File: src/rtl/clock_rate_ctrl_if.sv
`default_nettype none
// ============================================================================
// Module      : clock_rate_ctrl_if
// Description : Signal bundle between the board push-buttons, the speed
//               controller and the CPU clock divider.
//               master : controller side (reads buttons, drives divider)
//               slave  : environment side (drives buttons, reads divider)
// Signals     : btn_faster, btn_slower, btn_default - raw buttons, active-high
//               div_ratio [31:0] - divide ratio to the divider, always >= 1
//               div_rst          - active-high reset strobe to the divider
//               level [2:0]      - current speed level, 0 = fastest
//               at_min / at_max  - level at the fast / slow end of the table
// Revision    : 1.0 - initial release
// ============================================================================
interface clock_rate_ctrl_if;
  logic        btn_faster;
  logic        btn_slower;
  logic        btn_default;
  logic [31:0] div_ratio;
  logic        div_rst;
  logic [2:0]  level;
  logic        at_min;
  logic        at_max;

  modport master (
    input  btn_faster, btn_slower, btn_default,
    output div_ratio, div_rst, level, at_min, at_max
  );

  modport slave (
    output btn_faster, btn_slower, btn_default,
    input  div_ratio, div_rst, level, at_min, at_max
  );
endinterface
`default_nettype wire

File: src/rtl/clock_rate_ctrl.sv
`default_nettype none
// ============================================================================
// Module      : clock_rate_ctrl
// Description : Run-time speed selector for the CPU clock divider. Debounces
//               three raw buttons (faster / slower / default), steps a speed
//               level through a power-of-two ratio table and strobes the
//               divider's reset for two cycles on every ratio change so the
//               divider never keeps counting toward a stale, larger ratio.
// Ports       : clock - system clock
//               reset - asynchronous, active-high
//               bus   - clock_rate_ctrl_if.master (buttons in, divider out)
// Revision    : 1.0 - initial release
// ============================================================================
module clock_rate_ctrl #(
  parameter int DEBOUNCE_CYCLES = 1000000,
  parameter int RATIO_BASE      = 1,
  parameter int STEP_SHIFT      = 3,
  parameter int N_LEVELS        = 8,
  parameter int RESET_LEVEL     = 4
) (
  input  logic               clock,
  input  logic               reset,
  clock_rate_ctrl_if.master  bus
);

  localparam int               CNT_W     = (DEBOUNCE_CYCLES > 1) ? $clog2(DEBOUNCE_CYCLES) : 1;
  localparam logic [CNT_W-1:0] CNT_LAST  = CNT_W'(DEBOUNCE_CYCLES - 1);
  localparam logic [2:0]       LVL_RESET = 3'(RESET_LEVEL);
  localparam logic [2:0]       LVL_MAX   = 3'(N_LEVELS - 1);

  // Ratio table entry for a level, computed as a plain 32-bit shift.
  function automatic logic [31:0] ratio_of(input logic [2:0] lvl);
    ratio_of = 32'(RATIO_BASE) << (STEP_SHIFT * int'(lvl));
  endfunction

  // --------------------------------------------------------------------------
  // Input path: synchronizer, debounce and press detection per button.
  // Bit order: 0 = faster, 1 = slower, 2 = default.
  // --------------------------------------------------------------------------
  logic [2:0] btn_raw;
  logic [2:0] press;

  assign btn_raw = {bus.btn_default, bus.btn_slower, bus.btn_faster};

  genvar gi;
  generate
    for (gi = 0; gi < 3; gi++) begin : g_btn
      logic             sync1;
      logic             sync2;
      logic             stable;
      logic             stable_d;
      logic             pulse;
      logic [CNT_W-1:0] cnt;

      always_ff @(posedge clock or posedge reset) begin
        if (reset) begin
          sync1    <= 1'b0;
          sync2    <= 1'b0;
          stable   <= 1'b0;
          stable_d <= 1'b0;
          pulse    <= 1'b0;
          cnt      <= '0;
        end else begin
          sync1    <= btn_raw[gi];
          sync2    <= sync1;
          stable_d <= stable;
          // Only a rising edge of the debounced level is an event.
          pulse    <= stable & ~stable_d;
          if (sync2 == stable) begin
            cnt <= '0;
          end else if (cnt == CNT_LAST) begin
            stable <= sync2;
            cnt    <= '0;
          end else begin
            cnt <= cnt + 1'b1;
          end
        end
      end

      assign press[gi] = pulse;
    end
  endgenerate

  // --------------------------------------------------------------------------
  // Level FSM
  // --------------------------------------------------------------------------
  typedef enum logic [1:0] {
    IDLE   = 2'd0,
    APPLY  = 2'd1,
    SETTLE = 2'd2
  } state_t;

  state_t      state, state_nx;
  logic [2:0]  level_r, level_nx;
  logic [31:0] ratio_r, ratio_nx;
  logic        rst_r, rst_nx;
  logic        min_r, max_r;
  logic [2:0]  target;

  // Arbitration default > slower > faster; the lower-priority events are
  // simply discarded. Saturation makes an out-of-range step a no-op.
  always_comb begin
    target = level_r;
    if (press[2]) begin
      target = LVL_RESET;
    end else if (press[1]) begin
      target = (level_r == LVL_MAX) ? level_r : level_r + 3'd1;
    end else if (press[0]) begin
      target = (level_r == 3'd0) ? level_r : level_r - 3'd1;
    end
  end

  always_comb begin
    state_nx = state;
    level_nx = level_r;
    ratio_nx = ratio_r;
    rst_nx   = 1'b0;
    case (state)
      IDLE: begin
        if (target != level_r) begin
          state_nx = APPLY;
          level_nx = target;
          ratio_nx = ratio_of(target);
          rst_nx   = 1'b1;
        end
      end
      APPLY: begin
        state_nx = SETTLE;
        rst_nx   = 1'b1;
      end
      SETTLE: begin
        state_nx = IDLE;
      end
      default: begin
        state_nx = IDLE;
      end
    endcase
  end

  always_ff @(posedge clock or posedge reset) begin
    if (reset) begin
      state   <= IDLE;
      level_r <= LVL_RESET;
      ratio_r <= ratio_of(LVL_RESET);
      rst_r   <= 1'b1;
      min_r   <= (LVL_RESET == 3'd0);
      max_r   <= (LVL_RESET == LVL_MAX);
    end else begin
      state   <= state_nx;
      level_r <= level_nx;
      ratio_r <= ratio_nx;
      rst_r   <= rst_nx;
      min_r   <= (level_nx == 3'd0);
      max_r   <= (level_nx == LVL_MAX);
    end
  end

  assign bus.level     = level_r;
  assign bus.div_ratio = ratio_r;
  assign bus.div_rst   = rst_r;
  assign bus.at_min    = min_r;
  assign bus.at_max    = max_r;

endmodule
`default_nettype wire

File: src/flat_wrapper.sv
// flat-port wrapper written by rule: the top's interface ports become plain ports
module clock_rate_ctrl_flat 
#(
  parameter int DEBOUNCE_CYCLES = 1000000,
  parameter int RATIO_BASE      = 1,
  parameter int STEP_SHIFT      = 3,
  parameter int N_LEVELS        = 8,
  parameter int RESET_LEVEL     = 4
)
  (clock, reset, bus_btn_faster, bus_btn_slower, bus_btn_default, bus_div_ratio, bus_div_rst, bus_level, bus_at_min, bus_at_max);
  clock_rate_ctrl_if bus_i ();
  input  logic clock;
  input  logic reset;
  input wire logic [$bits(bus_i.btn_faster)-1:0] bus_btn_faster;
  input wire logic [$bits(bus_i.btn_slower)-1:0] bus_btn_slower;
  input wire logic [$bits(bus_i.btn_default)-1:0] bus_btn_default;
  output wire logic [$bits(bus_i.div_ratio)-1:0] bus_div_ratio;
  output wire logic [$bits(bus_i.div_rst)-1:0] bus_div_rst;
  output wire logic [$bits(bus_i.level)-1:0] bus_level;
  output wire logic [$bits(bus_i.at_min)-1:0] bus_at_min;
  output wire logic [$bits(bus_i.at_max)-1:0] bus_at_max;
  assign bus_i.btn_faster = bus_btn_faster;
  assign bus_i.btn_slower = bus_btn_slower;
  assign bus_i.btn_default = bus_btn_default;
  assign bus_div_ratio = bus_i.div_ratio;
  assign bus_div_rst = bus_i.div_rst;
  assign bus_level = bus_i.level;
  assign bus_at_min = bus_i.at_min;
  assign bus_at_max = bus_i.at_max;
  clock_rate_ctrl #(.DEBOUNCE_CYCLES(DEBOUNCE_CYCLES), .RATIO_BASE(RATIO_BASE), .STEP_SHIFT(STEP_SHIFT), .N_LEVELS(N_LEVELS), .RESET_LEVEL(RESET_LEVEL)) u_core (.clock(clock), .reset(reset), .bus(bus_i));
endmodule
File: config.mk
export PLATFORM = sky130hd
export DESIGN_NAME = clock_rate_ctrl_flat
export DESIGN_NICKNAME = d
export VERILOG_FILES = /design/src/rtl/clock_rate_ctrl_if.sv /design/src/rtl/clock_rate_ctrl.sv /design/src/flat_wrapper.sv
export SDC_FILE = /design/constraint.sdc
export NUM_CORES = 1
export LEC_CHECK = 0
export ABC_AREA = 0
export CAP_MARGIN = 40
export CORE_MARGIN = 4
export CORE_UTILIZATION = 45
export CTS_CLUSTER_SIZE = 20
export DETAILED_ROUTE_END_ITERATION = 10
export HOLD_SLACK_MARGIN = 0.1
export PLACE_DENSITY = 0.77
export SYNTH_ARGS = -nofsm -noshare
export SYNTH_HDL_FRONTEND = slang
export SYNTH_SLANG_ARGS = --single-unit
File: constraint.sdc
create_clock -name clock -period 4.1 [get_ports clock]
set_clock_uncertainty 0.15 [all_clocks]
set_input_delay 0.615 -clock clock [delete_from_list [all_inputs] [get_ports clock]]
set_output_delay 0.615 -clock clock [all_outputs]
set_load 0.05 [all_outputs]
==> impl_metrics.json <==
{
  "vias": 2943,
  "antenna_left": 0,
  "critPathMaxStageDelay_ps": 480,
  "hpwl_um": 5130,
  "timing.final.crit_share_pct": 72.0,
  "post_cts_resized": 0,
  "core_mm2": 0.00942,
  "drive_gt1_share_pct": 6.35,
  "cpMaxStageDelayCell": "dfrtp_1",
  "ctsHoldBuffers": 0,
  "crit_fanout": 11,
  "dieArea_mm2": 0.0115,
  "insertion_delay_ps": 350,
  "cts_tree": "done",
  "synth_edf_count": 0,
  "p_leak_nw": 2.13,
  "syn-cell-area_mm2": 0.00444,
  "drv_slew": 0,
  "syn_avg_cell_area_um2": 10.2,
  "cts_setup_buffers": 0,
  "vdd_ir_drop_max_uv": 195,
  "drtPass1Iterations": 4,
  "async_flop_share_pct": 100,
  "netlist_instances": 434,
  "hold_path_depth": 0,
  "cts_made_buffers": 9,
  "cts_root_buf": "clkbuf_8",
  "fill_cells": 808,
  "n_antenna_cell": 0,
  "synth_seq_cells": 91,
  "place_ws_ps": 1180,
  "grt_first_pass_wirelength_um": 12800,
  "portBuffers": 18,
  "yosysWarnings": 0,
  "initialDrtViolationCount": 144,
  "start_util_pct": 47.1,
  "crit_path_cell_trace": "inv_1, ha_1, ha_1, nand2b_1, or3_1, a41o_1, a22o_1, mux2_4",
  "endpoint_kind": "flip-flop",
  "place.gp.congestion": 0.886,
  "crit_buf_inv": 1,
  "grt_max_degree": 40,
  "fin_crit_ps": 2950,
  "rsz0062_at_grt": "no",
  "ios": 43,
  "reg2reg_slack_ps": 1150,
  "grt_overflow_total": 0,
  "clk_path_buf_depth": 2,
  "route.detailed.drc": 0,
  "num-nets-final": 464,
  "p_per_area_mw_per_mm2": 347,
  "status": "complete, no violations",
  "r2r-end": "u_core.bus.div_ratio[6]$_DFFE_PP0P_",
  "cp-start-kind": "flip-flop",
  "die_w_um": 107,
  "rows": 35,
  "crit_arrival_ps": 3040,
  "critPathLaunch": "u_core.bus.level[0]$_DFF_PP0_",
  "layout_commonest_cell": "dfrtp_1",
  "setup_tns_ps": 0,
  "tightest_slew_ps": 736,
  "ys_seq_area_share_pct": 51.4,
  "crit_top_cell": "ha_1",
  "ys.flop_type": "dfrtp_1",
  "hold_end": "u_core.g_btn[1].sync2$_DFF_PP0_",
  "maxSlewHeadroom_pct": 50.9,
  "setup_viol": 0,
  "critPathKind": "flip-flop to flip-flop",
  "cp_top_family": "compound AO/OA/AOI/OAI gates",
  "wire_per_inst_um": 12.4,
  "hp-start": "u_core.g_btn[1].sync1$_DFF_PP0_",
  "antenna_found_initial": 0,
  "clkSinkCount": 91,
  "syn2layout_area_growth_pct": 9.61,
  "max_freq_mhz": 339,
  "grt_pass1_vias": 2787,
  "layout_setup_ws_ps": 1150,
  "hold_violations": 0,
  "r2r_cells": 8,
  "final_cell_mix": "88 x dfrtp_1, 73 x nor2_1, 32 x xor2_1, 30 x nand3_1, 27 x xnor2_1",
  "min_path_type": "flip-flop to flip-flop",
  "r2r-start": "u_core.bus.level[0]$_DFF_PP0_",
  "die_y_um": 107,
  "clk_pin_slew_ps": 90,
  "drt_wl_total_um": 7240,
  "crit_required_ps": 4180,
  "netlist-cell-type-count": 44,
  "timing.max_cap.violations": 0,
  "cts_max_level": 3,
  "via_per_inst": 5.02,
  "grt_usage_pct": 13.7
}
layout make-up:
cell class,count,area [µm²],share of cell area [%]
well taps,129,161,3.32
repair buffers,20,195,4.01
multi-input cells,313,1930,39.8
clock buffers,13,159,3.27
clock inverters,3,68.8,1.41
flip-flops and latches,91,2280,46.9
inverters,17,65.1,1.34
kinds of logic after synthesis:
family | Yosys count | share of synthesized area, %
xor gates and xnor gates | 59 | 11.6
other | 1 | 0.0845
adders and majority gates | 7 | 1.97
buffers and inverters | 53 | 6.96
and+or+nand+nor | 194 | 21.8
muxes | 12 | 3.50
AOI/OAI and AO/OA | 17 | 2.62
DFF | 91 | 51.4
through the flow:
stage / area, µm² / utilization [%] / std cells / hold slack [ps] / power [mW]
after global routing: 4860 / 51.7 / 586 / 223 / 1.75
after floorplan: 4520 / - / 457 / 181 / 1.03
final: 4860 / 51.7 / 586 / 208 / 1.69
after detailed placement: 4640 / 49.2 / 570 / 190 / 1.03
after CTS: 4860 / 51.7 / 586 / 211 / 1.71
after global placement: 4640 / 49.2 / 570 / 185 / 1.03
report_power, final:
part / switching [mW] / total, mW / leakage (nW) / internal, mW
clock network: 0.298 / 0.678 / 0.114 / 0.380
registers: 0.00943 / 0.916 / 1.23 / 0.907
logic: 0.0813 / 0.0945 / 0.780 / 0.0132
metal layers:
layer  vias to the layer above  global-route usage, %  wire length [µm]
li1                       1447                      -                 -
met1                      1418                   18.0              3430
met2                        63                   21.8              3390
met3                        15                   3.06               289
met4                         0                   5.48               137
met5                         -                      0                 0
how the worst max path moves through the flow:
stage | cells after the start | to | slack (ps)
after CTS | 8 | u_core.bus.div_ratio[3]$_DFFE_PP0P_ | 1180
after detailed placement | 8 | u_core.bus.div_ratio[15]$_DFFE_PP0P_ | 1180
after global routing | 8 | u_core.bus.div_ratio[21]$_DFFE_PP0P_ | 1020
final | 8 | u_core.bus.div_ratio[6]$_DFFE_PP0P_ | 1150
after floorplan | 1 | u_core.bus.at_max$_DFF_PP0_ | 980
after global placement | 8 | u_core.bus.div_ratio[21]$_DFFE_PP0P_ | 1270
registers in the layout (all words and copies together) (netlist names):
name / flops
u_core.g_btn.cnt: 60
u_core.bus.div_ratio: 8
u_core.bus.level: 3
u_core.g_btn.pulse: 3
u_core.g_btn.stable: 3
u_core.g_btn.stable_d: 3
u_core.g_btn.sync1: 3
u_core.g_btn.sync2: 3
u_core.state: 2
u_core.bus.at_max: 1
u_core.bus.at_min: 1
u_core.bus.div_rst: 1
cells in the mapped netlist (all sizes together) (5+ instances only):
master / instances / area share [%]
a21oi: 5 / 0.56
and3: 7 / 0.99
buf: 30 / 5.0
clkbuf: 6 / 0.51
dfrtp: 88 / 50
ha: 7 / 2.0
inv: 17 / 1.4
mux2: 10 / 3.0
nand2: 19 / 1.6
nand2b: 6 / 0.85
nand3: 30 / 3.4
nand4: 14 / 2.0
nor2: 73 / 6.2
nor2b: 6 / 0.85
nor3: 9 / 1.0
nor4: 9 / 1.3
xnor2: 27 / 5.3
xor2: 32 / 6.3
worst register-to-register path, cell delays in order (launching register included):
cell,delay [ps]
dfrtp_1,480
inv_1,130
ha_1,230
ha_1,210
nand2b_1,160
or3_1,330
a41o_1,370
a22o_1,430
mux2_4,370
Power figures use the tool's default switching activity.
